--- src/rtl/design_45_pkg.sv ---
// Shared types and defaults for the design_45 initiator-side driver.
package design_45_pkg;

  typedef enum logic [1:0] {
    ST_IDLE  = 2'd0,
    ST_ISSUE = 2'd1,
    ST_WAIT  = 2'd2,
    ST_RESP  = 2'd3
  } drv_state_e;

  localparam int DEF_W       = 8;
  localparam int DEF_TIMEOUT = 16;

endpackage

--- src/rtl/design_45_drv_tmr.sv ---
// WAIT-cycle counter: clear on issue, count while enabled, saturate at TIMEOUT-1.
// exp_o is a pure decode of the count register, so it carries no input path.
module design_45_drv_tmr
  import design_45_pkg::*;
#(
  parameter int TIMEOUT = DEF_TIMEOUT
) (
  input  logic clk,
  input  logic rst,
  input  logic clr_i,
  input  logic en_i,
  output logic exp_o
);

  localparam int CW = (TIMEOUT > 1) ? $clog2(TIMEOUT) : 1;
  localparam logic [CW-1:0] LAST = CW'(TIMEOUT - 1);

  logic [CW-1:0] cnt_q;
  logic [CW-1:0] cnt_d;

  always_comb begin
    cnt_d = cnt_q;
    if (clr_i) begin
      cnt_d = '0;
    end else if (en_i && (cnt_q != LAST)) begin
      cnt_d = cnt_q + 1'b1;
    end
  end

  always_ff @(posedge clk) begin
    if (rst) begin
      cnt_q <= '0;
    end else begin
      cnt_q <= cnt_d;
    end
  end

  assign exp_o = (cnt_q == LAST);

endmodule

--- src/rtl/design_45_drv.sv ---
// Initiator driver: accepts an operand pair, pulses start to the core, waits for
// valid (or times out) and returns the captured result on a ready/valid port.
module design_45_drv
  import design_45_pkg::*;
#(
  parameter int W       = DEF_W,
  parameter int TIMEOUT = DEF_TIMEOUT
) (
  input  logic         clk,
  input  logic         rst,
  input  logic         cmd_valid,
  output logic         cmd_ready,
  input  logic [W-1:0] cmd_a,
  input  logic [W-1:0] cmd_b,
  output logic         start,
  output logic [W-1:0] a,
  output logic [W-1:0] b,
  input  logic [W-1:0] y,
  input  logic         valid,
  output logic         rsp_valid,
  input  logic         rsp_ready,
  output logic [W-1:0] rsp_y,
  output logic         rsp_err,
  output logic         stray
);

  drv_state_e   state_q;
  logic         cmd_ready_q;
  logic         start_q;
  logic [W-1:0] a_q;
  logic [W-1:0] b_q;
  logic         rsp_valid_q;
  logic [W-1:0] rsp_y_q;
  logic         rsp_err_q;
  logic         stray_q;

  logic tmr_clr;
  logic tmr_en;
  logic tmr_exp;

  // The ISSUE cycle zeroes the counter so WAIT starts at wcnt=0.
  assign tmr_clr = (state_q == ST_ISSUE);
  assign tmr_en  = (state_q == ST_WAIT);

  design_45_drv_tmr #(
    .TIMEOUT(TIMEOUT)
  ) u_tmr (
    .clk  (clk),
    .rst  (rst),
    .clr_i(tmr_clr),
    .en_i (tmr_en),
    .exp_o(tmr_exp)
  );

  always_ff @(posedge clk) begin
    if (rst) begin
      state_q     <= ST_IDLE;
      cmd_ready_q <= 1'b0;
      start_q     <= 1'b0;
      a_q         <= '0;
      b_q         <= '0;
      rsp_valid_q <= 1'b0;
      rsp_y_q     <= '0;
      rsp_err_q   <= 1'b0;
      stray_q     <= 1'b0;
    end else begin
      start_q <= 1'b0;
      if (valid && ((state_q == ST_IDLE) || (state_q == ST_RESP))) begin
        stray_q <= 1'b1;
      end
      case (state_q)
        ST_IDLE: begin
          if (cmd_ready_q && cmd_valid) begin
            a_q         <= cmd_a;
            b_q         <= cmd_b;
            start_q     <= 1'b1;
            cmd_ready_q <= 1'b0;
            state_q     <= ST_ISSUE;
          end else begin
            cmd_ready_q <= 1'b1;
          end
        end
        ST_ISSUE: begin
          if (valid) begin
            rsp_y_q     <= y;
            rsp_err_q   <= 1'b0;
            rsp_valid_q <= 1'b1;
            state_q     <= ST_RESP;
          end else begin
            state_q <= ST_WAIT;
          end
        end
        ST_WAIT: begin
          // A result on the expiry cycle still counts as a success.
          if (valid) begin
            rsp_y_q     <= y;
            rsp_err_q   <= 1'b0;
            rsp_valid_q <= 1'b1;
            state_q     <= ST_RESP;
          end else if (tmr_exp) begin
            rsp_y_q     <= '0;
            rsp_err_q   <= 1'b1;
            rsp_valid_q <= 1'b1;
            state_q     <= ST_RESP;
          end
        end
        ST_RESP: begin
          if (rsp_ready) begin
            rsp_valid_q <= 1'b0;
            cmd_ready_q <= 1'b1;
            state_q     <= ST_IDLE;
          end
        end
        default: begin
          state_q <= ST_IDLE;
        end
      endcase
    end
  end

  assign cmd_ready = cmd_ready_q;
  assign start     = start_q;
  assign a         = a_q;
  assign b         = b_q;
  assign rsp_valid = rsp_valid_q;
  assign rsp_y     = rsp_y_q;
  assign rsp_err   = rsp_err_q;
  assign stray     = stray_q;

endmodule

--- config.mk ---
export PLATFORM = sky130hd
export DESIGN_NAME = design_45_drv
export DESIGN_NICKNAME = d
export VERILOG_FILES = /design/src/rtl/design_45_pkg.sv /design/src/rtl/design_45_drv_tmr.sv /design/src/rtl/design_45_drv.sv
export SDC_FILE = /design/constraint.sdc
export NUM_CORES = 1
export LEC_CHECK = 0
export BUFFER_PORTS_ARGS = -buffer_cell sky130_fd_sc_hd__buf_4
export CAP_MARGIN = 0
export CORE_UTILIZATION = 49
export CTS_BUF_LIST = sky130_fd_sc_hd__clkbuf_8
export DETAILED_ROUTE_END_ITERATION = 10
export GPL_TIMING_DRIVEN = 1
export PLACE_DENSITY = 0.81
export SYNTH_ARGS = -nofsm -noshare
export SYNTH_HDL_FRONTEND = slang
export SYNTH_HIERARCHICAL = 1
export SYNTH_SLANG_ARGS = --single-unit
--- constraint.sdc ---
create_clock -name clk -period 2 [get_ports clk]
set_input_delay 0.5 -clock clk [delete_from_list [all_inputs] [get_ports clk]]
set_output_delay 0.5 -clock clk [all_outputs]
set_load 0.005 [all_outputs]
==> key figures, run 1 <==
Run status
  • Run status: finished clean

Synthesis
  • Seq/Total Area, Yosys: 49.6%
  • Synth top area cells: dfxtp_1 (50%), nand2_1 (9.3%), a21oi_1 (6.7%)
  • Synth Instances: 160
  • Synth warn: 6
  • Synth Area per Inst: around 9 sq um
  • Synth area leader: dfxtp_1
  • Post-synthesis cell area: 1410 sq um
  • Post-Syn Nets: 195
  • Post-synthesis register bit count: 35
  • Post-synth EDFFs: 0
  • Top_reg_cell synth: dfxtp_1
  • Post-synth ARST share: 0%
  • Synth unique cells: 31
  • Synth top area share: roughly half

Floorplan
  • I/O pins: 58
  • Initial Utilization: around 52%
  • Row count: 19
  • Die area: between 3000 and 4000 sq um
  • Die Wd: 55.7 microns
  • Core footprint: 2730 sq um
  • Die height: 55.7 microns

Placement
  • Post-DP HPWL: 2360 microns
  • Area post-placement: ~1900 sq um
  • Placed Cells incl. Taps: 243
  • Port-buffer cells: 57
  • Gpl congestion: 0.743

STA
  • Worst Hold Margin: about 0.46 ns
  • Final period util: 88.0%
  • Tmin final: 1.76 ns
  • Fin. max-slew vios: 0
  • Setup TNS: 0 ns
  • Setup violators final: 0
  • RSZ-0062 raised after global routing: false
  • Max transition margin: 65.3%
  • Fmax achieved: 568 MHz
  • Worst slew pin tran: 0.520 ns
  • Worst Skew: 0.00595 ns
  • Hold Fails Final Rpt: 0

Drt
  • Top Layer Used: met4
  • Post-route ant nets: 0
  • Met2 wire length: 1670 microns
  • Drt initial violations: 19
  • DR vias: around 1,300
  • WL/cell: between 10 and 15 microns
  • DRT Pass-1 Iters: 4
  • Wl on met1: 1270 microns
  • Routed wl met3: between 200 and 250 microns
  • Post-route DRC: 0
  • Vias per std cell: approximately 5.2
  • Routed wire length: 3220 microns

GRT
  • GRT overflow: 0
  • Vias in the first global route: 1,288
  • First-pass GRT wire length: 5570 microns
  • GRT Total Usage: 23.3%
  • Largest net degree at the start of global routing: 34
  • Initial antenna violation count: 0

Power and ir drop
  • Pleak: roughly 0.00087 uW
  • Pwr/cell area: 1160 nW/um^2
  • Maximum VDD drop: 0.943 mV

Clocking
  • CTS tree: yes
  • Clock transition at the registers of the reported paths: 0.07 ns
  • H-tree levels: 2
  • Root buffer cell: clkbuf_8
  • Clk sinks: 35
  • Post-CTS resize count: 0
  • Total CTS buffers: 5
  • Worst-Skew Late Latency: 0.29 ns
  • CTS Buffer Depth: 2
  • Cts hold-fix bufs: 0
  • Setup bufs post-CTS: 0

Critical path
  • Startpoint types: register
  • Max Fanout on Critical Path: 9
  • Family with the most delay on the worst path: flip-flops
  • CP max stage delay: about 0.41 ns
  • Critical path buffers and inverters: 1
  • Crit path kind: reg2reg
  • CP Cell Sequence: inv_1 -> ha_1 -> nor3b_2 -> a211oi_2 -> mux2i_1 -> nor2_1
  • Worst Path Arrival: just under 2 ns
  • Setup crit end kind: register
  • Data required, critical path: 2.16 ns
  • Critical Path Slowest Stage Cell: dfxtp_1

Finish
  • Finished Layout Cells: 251
  • Final #Nets: 254
  • FILL cells: 220
  • Share of layout cells above drive strength 1: roughly a third
  • Final instance area: 1960 sq um
  • Commonest non-fill, non-tap cell in the layout: buf_4
  • Layout area overhead: 38.7%
  • Diodes inserted: 0
  • Commonest non-fill, non-tap cells in the layout: buf_4 (58), nand2_1 (35), dfxtp_1 (35)

Hold path
  • Worst hold-check path type: reg2reg

Flow run
  • Max-cap viol count: 0
## path summary, 6_finish.rpt
kind	start	endpoint	slack (ns)	depth (start not counted)
setup / recovery	state_q[0]	state_q[1]	0.24	6
setup reg to reg	state_q[0]	state_q[1]	0.24	6
hold / removal	a[2]	a[2]	0.46	2
hold reg to reg	a[2]	a[2]	0.46	2
## power by group
group          total [uW]  switching, uW  internal, uW
logic                 838            436           402
clock network         514            238           276
registers             931           96.3           835
## tightest hold or removal path: stages, from the launching register on
cell and delay, ns:
dfxtp_1 0.31, nand2_1 0.05, a21oi_1 0.05
## final cells by class
cell class,count,area (sq um),share of cell area (%)
clock buffers,6,82.6,4.21
inverters,7,26.3,1.34
flip-flops and latches,35,701,35.7
well taps,31,38.8,1.98
multi-input cells,112,664,33.9
repair buffers,58,435,22.2
clock inverters,2,12.5,0.638
## flip-flops by register name, summed over array words and instances, names as in the netlist
signal       flops
u_tmr/cnt_q      4
rsp_y            8
cmd_ready        1
a                8
rsp_err          1
b                8
stray            1
rsp_valid        1
state_q          2
start            1
## cells in the mapped netlist (all sizes together), types with 2 or more instances
| cell | n |
|---|---|
| o211ai | 2 |
| nor2b | 2 |
| ha | 6 |
| nand3 | 4 |
| a211oi | 3 |
| nand4b | 2 |
| nor2 | 19 |
| a22oi | 8 |
| a21oi | 19 |
| nor3 | 2 |
| nand2 | 35 |
| clkbuf | 5 |
| dfxtp | 35 |
| inv | 7 |
## metal layers
metal | track usage (%) | vias to the layer above
met2 | 40.4 | 46
met3 | 8.60 | 6
met4 | 8.57 | 0
li1 | - | 663
met5 | 0 | -
met1 | 25.9 | 587
## per-stage QoR
step                      util (%)  worst slack (ns)  total power [uW]
after detailed placement      68.1             0.160              1780
after global placement        68.1             0.314              1730
after CTS                     71.5             0.146              2300
after global routing          71.7            0.0651              2450
after floorplan                  -             0.411              1450
final                         71.7             0.239              2280
## logic make-up (layout without fill, tap and decap cells)
group                      count (synthesis)  after routing  synth area share [%]
AOI/OAI and AO/OA                         38             38                  20.1
adders and majority gates                  6              6                  5.31
buffers and inverters                     13             73                  3.81
DFF                                       35             35                  49.6
muxes                                      1              1                 0.708
and+or+nand+nor                           67             67                  20.5
Power figures use the tool's default switching activity.
==> inputs of run 2 (changes only) <==
--- a/config.mk
+++ b/config.mk
@@ -7,11 +7,12 @@
 export LEC_CHECK = 0
 export BUFFER_PORTS_ARGS = -buffer_cell sky130_fd_sc_hd__buf_4
 export CAP_MARGIN = 0
+export CORE_MARGIN = 2
 export CORE_UTILIZATION = 49
 export CTS_BUF_LIST = sky130_fd_sc_hd__clkbuf_8
 export DETAILED_ROUTE_END_ITERATION = 10
 export GPL_TIMING_DRIVEN = 1
-export PLACE_DENSITY = 0.81
+export PLACE_DENSITY = 0.91
 export SYNTH_ARGS = -nofsm -noshare
 export SYNTH_HDL_FRONTEND = slang
 export SYNTH_HIERARCHICAL = 1
==> run 2 against run 1 <==
  * Sequential power shrank 0.8%
  * Clock-buffer cell count is the same
  * Fmax shrank 1.8%
  * Global-route usage shrank 3.1 points
  * Via count shrank 0.15%
  * Setup slack lost 0.032 ns
  * Critical endpoint unchanged
  * Largest cell class unchanged
==> key figures, run 2 (synthesis results as in run 1) <==
GRT
  • Largest net degree at the start of global routing: 34 (unchanged)
  • First-pass GRT wire length: 5060 microns (-9.2%)
  • GRT overflow: 0 (unchanged)
  • Initial antenna violation count: 0 (unchanged)
  • Vias in the first global route: 1,196 (-7.1%)
  • GRT Total Usage: 20.2% (-3.1 points)

Critical path
  • Worst Path Arrival: 1.96 ns (+0.03 ns)
  • Max Fanout on Critical Path: 9 (unchanged)
  • Family with the most delay on the worst path: flip-flops
  • CP Cell Sequence: inv_1 -> ha_1 -> nor3b_1 -> buf_4 -> a211oi_2 -> mux2i_1 -> nor2_1
  • CP max stage delay: 0.40 ns (about the same)
  • Crit path kind: reg2reg
  • Critical Path Slowest Stage Cell: dfxtp_1
  • Data required, critical path: 2.16 ns (about the same)
  • Critical R2R Launch: state_q[0]
  • Startpoint types: register
  • Register-to-register setup slack: 0.21 ns (-0.03 ns)
  • Reg2Reg Capture Point: state_q[1]
  • Number of cells on the worst reg-to-reg path: 7 (+1)
  • Critical path buffers and inverters: 2 (+1)
  • Setup crit end kind: register

Placement
  • Port-buffer cells: 57 (unchanged)
  • Gpl congestion: 0.700 (-5.7%)
  • Post-DP HPWL: 2200 microns (-6.7%)
  • Worst slack at placement: 0.224 ns (+0.0641 ns)

STA
  • Hold Fails Final Rpt: 0 (unchanged)
  • Tmin final: 1.79 ns (+0.0318 ns)
  • Setup TNS: 0 ns (unchanged)
  • Max transition margin: 70.7% (+5.4 points)
  • RSZ-0062 raised after global routing: false
  • Worst Hold Margin: 0.454 ns (-0.00303 ns)
  • Final period util: 89.6% (+1.6 points)
  • Worst slew pin tran: 0.440 ns (-0.0806 ns)
  • Fmax achieved: 558 MHz (-1.8%)
  • Fin. max-slew vios: 0 (unchanged)
  • Worst Skew: 0.00190 ns (-0.00404 ns)
  • Setup violators final: 0 (unchanged)
  • Worst Slack Setup Final: 0.208 ns (-0.0318 ns)

Floorplan
  • Die height: 57.7 microns (+3.6%)
  • I/O pins: 58 (unchanged)
  • Initial Utilization: 51.3% (-0.45 points)
  • Die Wd: 57.7 microns (+3.6%)
  • Row count: 19 (unchanged)
  • Die area: 3330 sq um (+7.3%)
  • Core footprint: 2760 sq um (+0.87%)

Hold path
  • Hold Path Depth: 2 (unchanged)
  • Hold Crit Endpoint: a[0]
  • Worst hold-check path type: reg2reg
  • Hold Startpoint: a[0]

Finish
  • Share of layout cells above drive strength 1: 34.8% (+0.30 points)
  • Diodes inserted: 0 (unchanged)
  • Commonest non-fill, non-tap cell in the layout: buf_4
  • Layout Utilization: 71.2% (-0.53 points)
  • Layout area overhead: 38.8%
  • Final #Nets: 256 (+0.79%)
  • Commonest non-fill, non-tap cells in the layout: buf_4 (60), nand2_1 (35), dfxtp_1 (35)

Flow run
  • Max-cap viol count: 0 (unchanged)

Drt
  • Routed wire length: 3170 microns (-1.7%)
  • Post-route ant nets: 0 (unchanged)
  • Post-route DRC: 0 (unchanged)
  • Vias per std cell: 5.16 (-0.55%)
  • DRT Pass-1 Iters: 4 (unchanged)
  • DR vias: 1,300 (-0.15%)
  • Drt initial violations: 53 (+34)
  • WL/cell: 12.6 microns (-2.1%)

Clocking
  • CTS tree: yes
  • Total CTS buffers: 5 (unchanged)
  • Cts hold-fix bufs: 0 (unchanged)
  • Root buffer cell: clkbuf_8
  • Post-CTS resize count: 0 (unchanged)
  • Clock transition at the registers of the reported paths: 0.06 ns (about the same)
  • Worst-Skew Late Latency: 0.28 ns (about the same)
  • CTS Buffer Depth: 2 (unchanged)
  • Clk sinks: 35 (unchanged)
  • Setup bufs post-CTS: 0 (unchanged)
  • H-tree levels: 2 (unchanged)

Run status
  • Run status: finished clean

Power and ir drop
  • Pleak: 0.000868 uW (+0.32%)
  • Switching part of the total: 33.1% (-0.60 points)
  • Sequential power share: 40.7% (about the same)
  • Combinational Power Share: 37.3% (+0.6 points)
  • Pint: 1520 uW (+0.22%)
  • Net switching power: 752 uW (-2.4%)
  • Maximum VDD drop: 0.881 mV (-6.6%)
  • Clock power share: 21.9% (-0.6 points)
  • Pwr/cell area: 1160 nW/um^2 (-0.81%)
  • Total Power: 2270 uW (-0.68%)
-- run 2: changes by cell type in the layout (fill, tap and decap cells not counted), sizes merged --
cell  delta
buf      +2
inv      -1
-- run 2: routing by layer --
layer / vias to the layer above / track usage [%] / wire (microns)
met5: - / 0 / 0
met4: 0 / 13.3 / 123
met3: 10 / 6.25 / 169
met2: 46 / 32.5 / 1490
met1: 578 / 23.1 / 1390
li1: 666 / - / -
-- run 2: power by group through the flow --
stage               combinational, uW  sequential [uW]  clock, uW
detailed placement                848              938          0
CTS                               852              924        512
global placement                  832              934          0
floorplan                         516              938          0
global route                      956              941        539
finish                            847              924        497
-- run 2: worst max-delay path by stage --
| stage | start | cells past startpoint | end | slack [ns] |
|---|---|---|---|---|
| global placement | state_q[0] | 7 | state_q[1] | 0.29 |
| floorplan | state_q[0] | 6 | state_q[1] | 0.41 |
| finish | state_q[0] | 7 | state_q[1] | 0.21 |
| detailed placement | state_q[0] | 7 | state_q[1] | 0.22 |
| CTS | state_q[0] | 7 | state_q[1] | 0.21 |
| global route | state_q[0] | 7 | state_q[0] | 0.07 |
-- run 2: area by class of cell --
class / count / area [sq um]
clock buffers: 6 / 82.6
clock inverters: 1 / 5.00
fillers: 220 / 795
inverters: 7 / 26.3
multi-input cells: 112 / 659
flip-flops and latches: 35 / 701
well taps: 31 / 38.8
repair buffers: 60 / 450
-- run 2: per-stage QoR --
| step | cell area [sq um] | std cells |
|---|---|---|
| floorplan | 1410 | 160 |
| global placement | 1880 | 245 |
| detailed placement | 1880 | 245 |
| CTS | 1960 | 252 |
| global route | 1960 | 252 |
| finish | 1960 | 252 |
-- run 2: worst min-delay path: stages (launching register included) --
cell and delay (ns):
dfxtp_1 0.31, nand2_1 0.05, a21oi_1 0.05
==> inputs of run 3 (changes only) <==
--- a/config.mk
+++ b/config.mk
@@ -5,7 +5,7 @@
 export SDC_FILE = /design/constraint.sdc
 export NUM_CORES = 1
 export LEC_CHECK = 0
-export BUFFER_PORTS_ARGS = -buffer_cell sky130_fd_sc_hd__buf_4
+export BUFFER_PORTS_ARGS = -buffer_cell sky130_fd_sc_hd__buf_2
 export CAP_MARGIN = 0
 export CORE_MARGIN = 2
 export CORE_UTILIZATION = 49
==> run 3 against run 2 <==
  * Non-clock buffer count is 2 higher
  * Die area stayed put
  * Final cell count is 1.2% higher
  * Total power is 3.3% lower
  * Sequential power is 0.6% lower
  * Via count is 1.2% lower
  * Design area is 6.6% lower
  * Sequential cell count stayed put
  * Critical path depth stayed put
  * Critical path type unchanged
  * Largest power group unchanged
==> key figures, run 3 (synthesis results as in run 1) <==
Clocking
  • H-tree levels: 2 (unchanged)
  • Clock transition at the registers of the reported paths: 0.07 ns (about the same)
  • Root buffer cell: clkbuf_8
  • Total CTS buffers: 5 (unchanged)
  • Clk sinks: 35 (unchanged)
  • Cts hold-fix bufs: 0 (unchanged)
  • Setup bufs post-CTS: 0 (unchanged)
  • Worst-Skew Late Latency: 0.29 ns (about the same)
  • CTS tree: yes
  • CTS Buffer Depth: 2 (unchanged)
  • Post-CTS resize count: 0 (unchanged)

STA
  • Worst Slack Setup Final: 0.290 ns (+0.0821 ns)
  • Worst Skew: 0.00592 ns (+0.00402 ns)
  • Hold Fails Final Rpt: 0 (unchanged)
  • Fmax achieved: 585 MHz (+4.8%)
  • Setup TNS: 0 ns (unchanged)
  • Fin. max-slew vios: 0 (unchanged)
  • Max transition margin: 69.2% (-1.5 points)
  • Worst slew pin tran: 0.462 ns (+0.0224 ns)
  • Tmin final: 1.71 ns (-0.0821 ns)
  • Final period util: 85.5% (-4.1 points)
  • RSZ-0062 raised after global routing: false
  • Setup violators final: 0 (unchanged)

Critical path
  • Setup crit start: state_q[0]
  • CP Cell Sequence: inv_1 -> ha_1 -> nor3b_1 -> buf_4 -> a211oi_2 -> nor2_1 -> a311oi_1
  • Reg2Reg Capture Point: state_q[0]
  • Setup crit end kind: register
  • Max Fanout on Critical Path: 5 (-4)
  • Critical Path Slowest Stage Cell: dfxtp_1
  • Number of cells on the worst reg-to-reg path: 7 (unchanged)
  • Critical R2R Launch: state_q[0]
  • Family with the most delay on the worst path: compound AO/OA/AOI/OAI gates
  • Critical path buffers and inverters: 2 (unchanged)
  • Data required, critical path: 2.19 ns (+0.03 ns)
  • Worst Path Arrival: 1.90 ns (-0.06 ns)
  • Startpoint types: register
  • Register-to-register setup slack: 0.29 ns (+0.08 ns)
  • Crit path kind: reg2reg
  • CP max stage delay: 0.41 ns (about the same)

Drt
  • Drt initial violations: 48 (-9.4%)
  • Top Layer Used: met4
  • Routed wl met3: 169 microns (unchanged)
  • Vias per std cell: 5.04 (-2.4%)
  • Met2 wire length: 1520 microns (+1.9%)
  • Routed wire length: 3110 microns (-1.6%)
  • Post-route DRC: 0 (unchanged)
  • WL/cell: 12.2 microns (-2.8%)
  • Post-route ant nets: 0 (unchanged)
  • DRT Pass-1 Iters: 4 (unchanged)
  • DR vias: 1,284 (-1.2%)
  • Wl on met1: 1370 microns (-1.3%)

GRT
  • GRT overflow: 0 (unchanged)
  • Vias in the first global route: 1,222 (+2.2%)
  • Initial antenna violation count: 0 (unchanged)
  • Largest net degree at the start of global routing: 18 (-47%)
  • First-pass GRT wire length: 5240 microns (+3.6%)
  • GRT Total Usage: 21.1% (+0.90 points)

Hold path
  • Worst hold-check path type: in2reg
  • Hold Path Depth: 3 (+1)
  • Hold Crit Endpoint: a[1]
  • Hold Startpoint: cmd_a[1]

Floorplan
  • Die Wd: 57.7 microns (unchanged)
  • I/O pins: 58 (unchanged)
  • Die height: 57.7 microns (unchanged)
  • Row count: 19 (unchanged)
  • Core footprint: 2760 sq um (unchanged)
  • Die area: 3330 sq um (unchanged)
  • Initial Utilization: 51.3% (unchanged)

Power and ir drop
  • Sequential power share: 41.9% (+1.2 points)
  • Net switching power: 771 uW (+2.5%)
  • Switching part of the total: 35.2% (+2.0 points)
  • Pwr/cell area: 1200 nW/um^2 (+3.5%)
  • Pleak: 0.000852 uW (-1.9%)
  • Clock power share: 22.1% (+0.2 points)
  • Combinational Power Share: 36.0% (-1.3 points)
  • Pint: 1420 uW (-6.3%)
  • Maximum VDD drop: 0.914 mV (+3.8%)

Finish
  • Layout area overhead: 29.6%
  • Final #Nets: 258 (+0.78%)
  • Share of layout cells above drive strength 1: 35.3% (+0.43 points)
  • Diodes inserted: 0 (unchanged)
  • Commonest non-fill, non-tap cells in the layout: buf_2 (57), nand2_1 (35), dfxtp_1 (35)
  • Commonest non-fill, non-tap cell in the layout: buf_2

Placement
  • Worst slack at placement: 0.274 ns (+0.0495 ns)
  • Port-buffer cells: 57 (unchanged)
  • Post-DP HPWL: 2270 microns (+2.9%)
  • Gpl congestion: 0.783 (+12%)

Run status
  • Run status: finished clean

Flow run
  • Max-cap viol count: 0 (unchanged)
-- run 3: cell types whose count changed in the layout (fill, tap and decap cells not counted), sizes merged --
cell	delta
buf	+2
clkinvlp	+1
inv	+1
clkbuf	-1
-- run 3: final cells by class --
cell class	instances	area, sq um
clock buffer	5	68.8
clock inverter	3	16.3
fill	250	925
inverter	7	26.3
multi-input combinational	112	659
sequential	35	701
tap	31	38.8
timing repair buffer	62	323
-- run 3: worst min-delay path: stages --
cell	delay (ns)
buf_2	0.10
nand2_1	0.04
a21oi_1	0.05
-- run 3: power by group through the flow --
stage                     Sequential (uW)  Combinational, uW  Clock, uW
after global routing                  940                893        533
after global placement                928                762          0
final                                 918                790        484
after detailed placement              933                792          0
after floorplan                       938                516          0
after CTS                             920                795        503
-- run 3: how the worst max path moves through the flow --
stage	endpoint	slack, ns	cells after the start
after floorplan	state_q[1]	0.41	6
after global placement	state_q[1]	0.41	8
after detailed placement	state_q[0]	0.27	7
after CTS	state_q[0]	0.26	7
after global routing	state_q[0]	0.16	8
final	state_q[0]	0.29	7
-- run 3: routing by layer --
metal	global-route usage, %	up-vias
met1	24.5	574
met3	6.92	5
met5	0	-
li1	-	669
met4	9.97	0
met2	35.1	36
-- run 3: metrics by stage --
step | total power, uW | area [sq um] | utilization (%) | std cells | hold WS (ns)
global placement | 1690 | 1750 | 63.4 | 247 | 0.439
finish | 2190 | 1830 | 66.5 | 255 | 0.446
global route | 2370 | 1830 | 66.5 | 255 | 0.438
CTS | 2220 | 1830 | 66.5 | 255 | 0.438
floorplan | 1450 | 1410 | - | 160 | 0.450
detailed placement | 1730 | 1750 | 63.4 | 247 | 0.445
